File: config.mk
export PLATFORM = sky130hd
export DESIGN_NAME = input_pre_data_module
export DESIGN_NICKNAME = d
export VERILOG_FILES = /design/src/rtl/input_pre_data_module.sv
export SDC_FILE = /design/constraint.sdc
export NUM_CORES = 1
export LEC_CHECK = 0
export ABC_AREA = 1
export CAP_MARGIN = 20
export CORE_MARGIN = 2
export CORE_UTILIZATION = 55
export DETAILED_ROUTE_END_ITERATION = 8
export HOLD_SLACK_MARGIN = 0.15
export MAX_ROUTING_LAYER = met4
export PLACE_DENSITY = 0.8
export REMOVE_ABC_BUFFERS = 1
export SYNTH_ARGS = -nofsm -noshare
export SYNTH_HDL_FRONTEND = slang
export SYNTH_SLANG_ARGS = --single-unit
File: constraint.sdc
create_clock -name dout_clk -period 1.6 [get_ports dout_clk]
set_input_delay 0.32 -clock dout_clk [delete_from_list [all_inputs] [get_ports dout_clk]]
set_output_delay 0.32 -clock dout_clk [all_outputs]
set_load 0.03 [all_outputs]
File: src/rtl/input_pre_data_module.sv
// Byte-serial to wide-parallel staging for the PE array: collects NUM_WORDS samples
// into a fill buffer and hands it to a held output word on a ping-pong switch.
module input_pre_data_module #(
    parameter int unsigned DATA_W    = 8,
    parameter int unsigned NUM_WORDS = 34,
    parameter int unsigned OUT_W     = 272
) (
    input  logic              dout_clk,
    input  logic              rst_n,
    input  logic              en,
    input  logic [DATA_W-1:0] i_data_din,
    input  logic              i_data_din_vld,
    input  logic              i_switch_pingpong,
    output logic              PEclk,
    output logic [0:OUT_W-1]  prallel_data
);

    localparam int unsigned PTR_W = $clog2(NUM_WORDS + 1);

    logic [0:OUT_W-1] fill_q, fill_d, fill_wr;
    logic [PTR_W-1:0] wr_ptr_q, wr_ptr_d;
    logic             full_q, full_d;
    logic [0:OUT_W-1] data_q, data_d;
    logic             peclk_q, peclk_d;

    // Write lands first so a same-cycle sample rides along with the switch.
    always_comb begin
        fill_wr  = fill_q;
        fill_d   = fill_q;
        wr_ptr_d = wr_ptr_q;
        full_d   = full_q;
        data_d   = data_q;
        peclk_d  = 1'b0;

        if (en && i_data_din_vld && !full_q) begin
            for (int unsigned i = 0; i < NUM_WORDS; i++) begin
                if (wr_ptr_q == PTR_W'(i)) begin
                    fill_wr[i*DATA_W +: DATA_W] = i_data_din;
                end
            end
            wr_ptr_d = wr_ptr_q + PTR_W'(1);
            full_d   = (wr_ptr_q == PTR_W'(NUM_WORDS - 1));
        end

        if (en && i_switch_pingpong) begin
            data_d   = fill_wr;
            fill_d   = '0;
            wr_ptr_d = '0;
            full_d   = 1'b0;
            peclk_d  = 1'b1;
        end else begin
            fill_d   = fill_wr;
        end
    end

    // rst_n is active-high and synchronous.
    always_ff @(posedge dout_clk) begin
        if (rst_n) begin
            fill_q   <= '0;
            wr_ptr_q <= '0;
            full_q   <= 1'b0;
            data_q   <= '0;
            peclk_q  <= 1'b0;
        end else begin
            fill_q   <= fill_d;
            wr_ptr_q <= wr_ptr_d;
            full_q   <= full_d;
            data_q   <= data_d;
            peclk_q  <= peclk_d;
        end
    end

    assign PEclk        = peclk_q;
    assign prallel_data = data_q;

endmodule

# Word-level counts from Yosys, hierarchy flattened
# Index checks and enable logic that the tools add are counted.
[totals]
output_inout_bits = 273
inputBits = 13
regBits = 552
word_cells = 81
[op_classes]
n_addsub = 1
n_eq_ne = 33
n_mux = 36
n_reduce_logical = 6
[op_table]
columns = ["cell", "count"]
rows = [
  ["272-bit two-way mux", 1],
  ["8-bit two-way mux", 34],
  ["6-bit by 5-bit == test with 1-bit output (second input constant)", 16],
  ["6-bit by 4-bit == test with 1-bit output (second input constant)", 8],
  ["6-bit by 3-bit == test with 1-bit output (second input constant)", 4],
  ["6-bit by 2-bit == test with 1-bit output (second input constant)", 2],
  ["6-bit == test (second input constant)", 2],
  ["6-bit by 1-bit adder with 6-bit output (second input constant)", 1],
  ["6-bit by 1-bit == test with 1-bit output (second input constant)", 1],
  ["6-bit logical NOT", 1],
  ["1-bit logical AND", 3],
  ["2-bit OR reduction", 1],
  ["1-bit logical NOT", 1],
  ["1-bit two-way mux", 1],
]

# Logic depth before layout (Yosys ltp)
[logic_depth]
word_depth = 3
mapped_depth = 9
mapped_depth_nobuf = 8

# Worst setup path before layout
# Ideal clock, no wire load.
[synth_timing]
kind = "register to register"
start = "reg wr_ptr_q[0]"
end = "reg data_q (netlist bit prallel_data[208])"
stages_incl_launch_ff = 9
setup_ps = 114
path_slack_ps = 111
arrival_time_ps = 1375
synth_period_minus_slack_ps = 1489
required_ps = 1486
n_path_buf = 1
cell_sequence = "dfxtp_1 inv_1 ha_1 inv_1 nor2_2 buf_2 nand3_1 nand3_1 nand2_1"
[synth_between]
elab_chain_len = 3
[synth_rtl]
columns = ["item", "line", "rtl"]
rows = [
  ["start, declared", "21", "logic [PTR_W-1:0] wr_ptr_q, wr_ptr_d;"],
  ["start signal, assigned", "66", "wr_ptr_q <= wr_ptr_d;"],
  ["6-bit by 5-bit == test with 1-bit output", "37", "if (wr_ptr_q == PTR_W'(i)) begin"],
  ["8-bit two-way mux", "37", ""],
  ["272-bit two-way mux", "35", "if (en && i_data_din_vld && !full_q) begin"],
  ["end signal, assigned", "68", "data_q <= data_d;"],
  ["end, declared", "23", "logic [0:OUT_W-1] data_q, data_d;"],
]
# Every way passes these cells.
# A chain may end at the register's enable or synchronous reset.

# Worst setup path in the final report
[layout_timing]
start = "reg full_q"
end = "reg fill_q[137] (netlist name)"
[layout_between]
elab_chain_len = 3
[layout_rtl]
columns = ["item", "line", "rtl"]
rows = [
  ["start, declared", "22", "logic full_q, full_d;"],
  ["start signal, assigned", "67", "full_q <= full_d;"],
  ["1-bit logical NOT", "35", ""],
  ["1-bit logical AND", "35", ""],
  ["272-bit two-way mux", "35", ""],
  ["end signal, assigned", "65", "fill_q <= fill_d;"],
  ["end, declared", "20", "logic [0:OUT_W-1] fill_q, fill_d, fill_wr;"],
]
# Every way passes these cells.

==> results.ini <==
[outcome]
status=complete, but fails checks
violations=negative setup slack

[global_route]
overflow=0
antenna_found_initial=0
grt_pass1_wl_um=97480
grt_use_total_pct=30.39
grt_max_degree=90
grt_pass1_vias=19718

[timing]
setup-violations-final=5
fin_crit_ns=1.660
worst_pin_slew_ns=0.3861
hold_slack_ns=0.4511
slew_headroom_pct=74.26
layout_setup_ws_ns=-0.05996
rsz0062_at_grt=yes
fmax_mhz=602.4
finalMaxSlewViolations=0
fin_crit_sh_pct=103.7
tns_ns=-0.1281
final_hold_viol_count=0
skew_ns=0.01868

[clock_tree]
clk_pin_slew_ns=0.07
htree_levels=2
cts_buffer_depth=3
cts_buffers=53
cts_hold_buf=0
cts_sinks=552
cts_tree=yes
cts_root_buf=clkbuf_16
clk_latency_ns=0.60

[logic_synthesis]
syn_inst=3005
synth.top_cell.area_share_pct=52.08
synth_area_per_cell_um2=7.060
synthDistinctLibCells=22
ys_seq_elements=552
synth_seq_area_share_pct=52.08
synth_area_mm2=0.02122
yosysTopAreaCell=dfxtp_1
synthTopCellsByArea=dfxtp_1 52%, nand2_1 20%, nand3_1 13%
synth_warnings=0

[pwr]
switchingPower_mw=6.328
netSwitchingFraction_pct=22.38
intPower_mw=21.95
pwr_density_cell_mw_per_mm2=990.0
p_seq_share_pct=48.8
p_comb_share_pct=5.1
p_leak_nw=13.27
pwr-share-clk_pct=46.1
vdd_drop_max_mv=0.7811

[worst_setup_path]
cp.arrival_ns=2.18
crit_required_ns=2.12
crit_path_end_kind=register
reg2reg_to=fill_q[137]
path_class=reg -> reg
r2r_start=full_q
crit_fanout=8
rrSetupSlack_ns=-0.06
reg2reg_depth=10
cp-start-kind=register

[final_layout]
drive_gt1_share_pct=20.68
syn_to_final_growth_pct=34.63
fillers=2728
utilization_pct=75.48
nets=3377
diodes=0
final_area_mm2=0.02856

[worst_hold_path]
hp-class=reg -> reg
worstHoldStart=prallel_data[247]
whs_endpoint=prallel_data[247]
whs_path_depth=2

[floorplanning]
start_util_pct=56.06
num_io_pins=286
die_w_um=200.4
die-area_mm2=0.04016
die_h_um=200.4
rows=71
coreArea_mm2=0.03784

[placed_design]
place_area_mm2=0.02564
place_congestion=0.8393
dp_hpwl_um=38980
portBuffers=285

[job]
max_cap_viol_count=0

[routing]
via_per_inst=5.318
drtPass1Iterations=6
drtAntennaViolNets=0
drc_errors=0
vias=20824
drt_iter0_markers=1956
wirelength_um=64910
drt-wirelength-per-cell_um=16.58

final cells by class:
class / count / area, um2 / area share [%]
multi-input cells: 1993 / 8914 / 31.20
repair buffers: 464 / 4981 / 17.44
flip-flops and latches: 552 / 11060 / 38.72
inverters: 296 / 1129 / 3.951
well taps: 511 / 639.4 / 2.238
clock buffers: 82 / 1638 / 5.734
clock inverters: 18 / 203.9 / 0.7140
through the flow:
stage	std cells	setup slack (ns)	power [mW]
floorplan	2841	-15.34	14.61
CTS	3884	-0.01633	28.21
global route	3916	-0.1302	28.96
global placement	3775	-0.5278	15.29
finish	3916	-0.05996	28.28
detailed placement	3775	-0.5398	15.31
registers in the layout (all words and copies together), names as in the netlist:
name and flops:
PEclk 1, fill_q 272, full_q 1, prallel_data 272
wr_ptr_q 6
Yosys cell counts:
cell type and count:
dfxtp_1 552, o21a_1 1, clkinv_1 9, nor2_1 279, nand3_2 1, nand2_1 1116
nand2_2 15, buf_6 7, nor2_4 4, nand3_1 547, buf_4 3, nor3_1 2
a21oi_1 5, o21ai_0 3, nand4_1 1, buf_2 36, inv_2 3, clkbuf_1 107
buf_1 11, ha_1 4, nor2_2 15, inv_1 284
logic make-up after synthesis:
family                   Yosys count  share of synthesized area, %
AND/OR/NAND/NOR                 1980                         38.80
flip-flops                       552                         52.08
buffers and inverters            460                         8.651
AO/OA/AOI/OAI                      9                        0.2241
adder cells (fa/ha/maj)            4                        0.2359
power groups by stage:
stage / Sequential, mW / Clock, mW / Combinational [mW]
finish: 13.8 / 13.0 / 1.44
global route: 13.8 / 13.7 / 1.49
CTS: 13.8 / 13.1 / 1.29
detailed placement: 14.1 / 0 / 1.21
global placement: 14.1 / 0 / 1.20
floorplan: 14.1 / 0 / 0.488
critical path, stage by stage, from the launching register on:
cell and delay, ns:
dfxtp_1 0.31, inv_2 0.07, nand3_4 0.12, nor2_4 0.23, buf_12 0.15, buf_12 0.11
clkbuf_16 0.18, nand2_8 0.08, nand2_1 0.10, nand2_1 0.07, nor2_1 0.16
timing repair:
action                                   CTS  global route
gates resized for setup                 1004           190
buffers inserted                           6            21
endpoints found under the setup margin   746           490
gates cloned                               3            11
pin swaps                                 11            36
worst max-delay path by stage:
stage	from	cells past startpoint	to	slack, ns
final	full_q	10	fill_q[137]	-0.06
after global routing	full_q	9	fill_q[145]	-0.13
after CTS	wr_ptr_q[0]	8	prallel_data[132]	-0.02
after detailed placement	en	9	prallel_data[196]	-0.54
after global placement	en	9	prallel_data[198]	-0.53
after floorplan	i_switch_pingpong	6	wr_ptr_q[2]	-15.34
cell usage in the layout, fill, tap and decap left out, types with 2 or more instances in the layout:
cell,netlist,routed
inv_2,3,16
clkbuf_16,0,63
ha_2,0,3
nand3_1,547,507
buf_12,0,53
clkinv_4,0,2
nand3_2,1,40
clkbuf_1,107,11
nand2_8,0,2
clkdlybuf4s15_2,0,177
clkdlybuf4s50_1,0,12
inv_4,0,2
nor2_1,279,276
a21oi_1,5,5
buf_4,3,86
bufinv_16,0,4
inv_1,284,275
nand2_1,1116,1060
buf_16,0,5
nor3_1,2,2
inv_6,0,2
clkdlybuf4s18_2,0,6
dfxtp_2,0,5
o21ai_0,3,3
nor2_2,15,5
buf_2,36,89
buf_6,7,26
clkbuf_8,0,16
nand2_2,15,46
clkinv_2,0,10
dfxtp_1,552,546
nor2_4,4,17
nand2_4,0,23
per-layer routing:
layer	part of all wire (%)	vias to the layer above	global-route usage, %
li1	-	9962	-
met1	39	9689	36.13
met2	49	957	51.70
met3	7.5	216	4.003
met4	4.4	0	13.23
met5	0	-	-
Note: power is estimated with default switching activity, not from simulation.
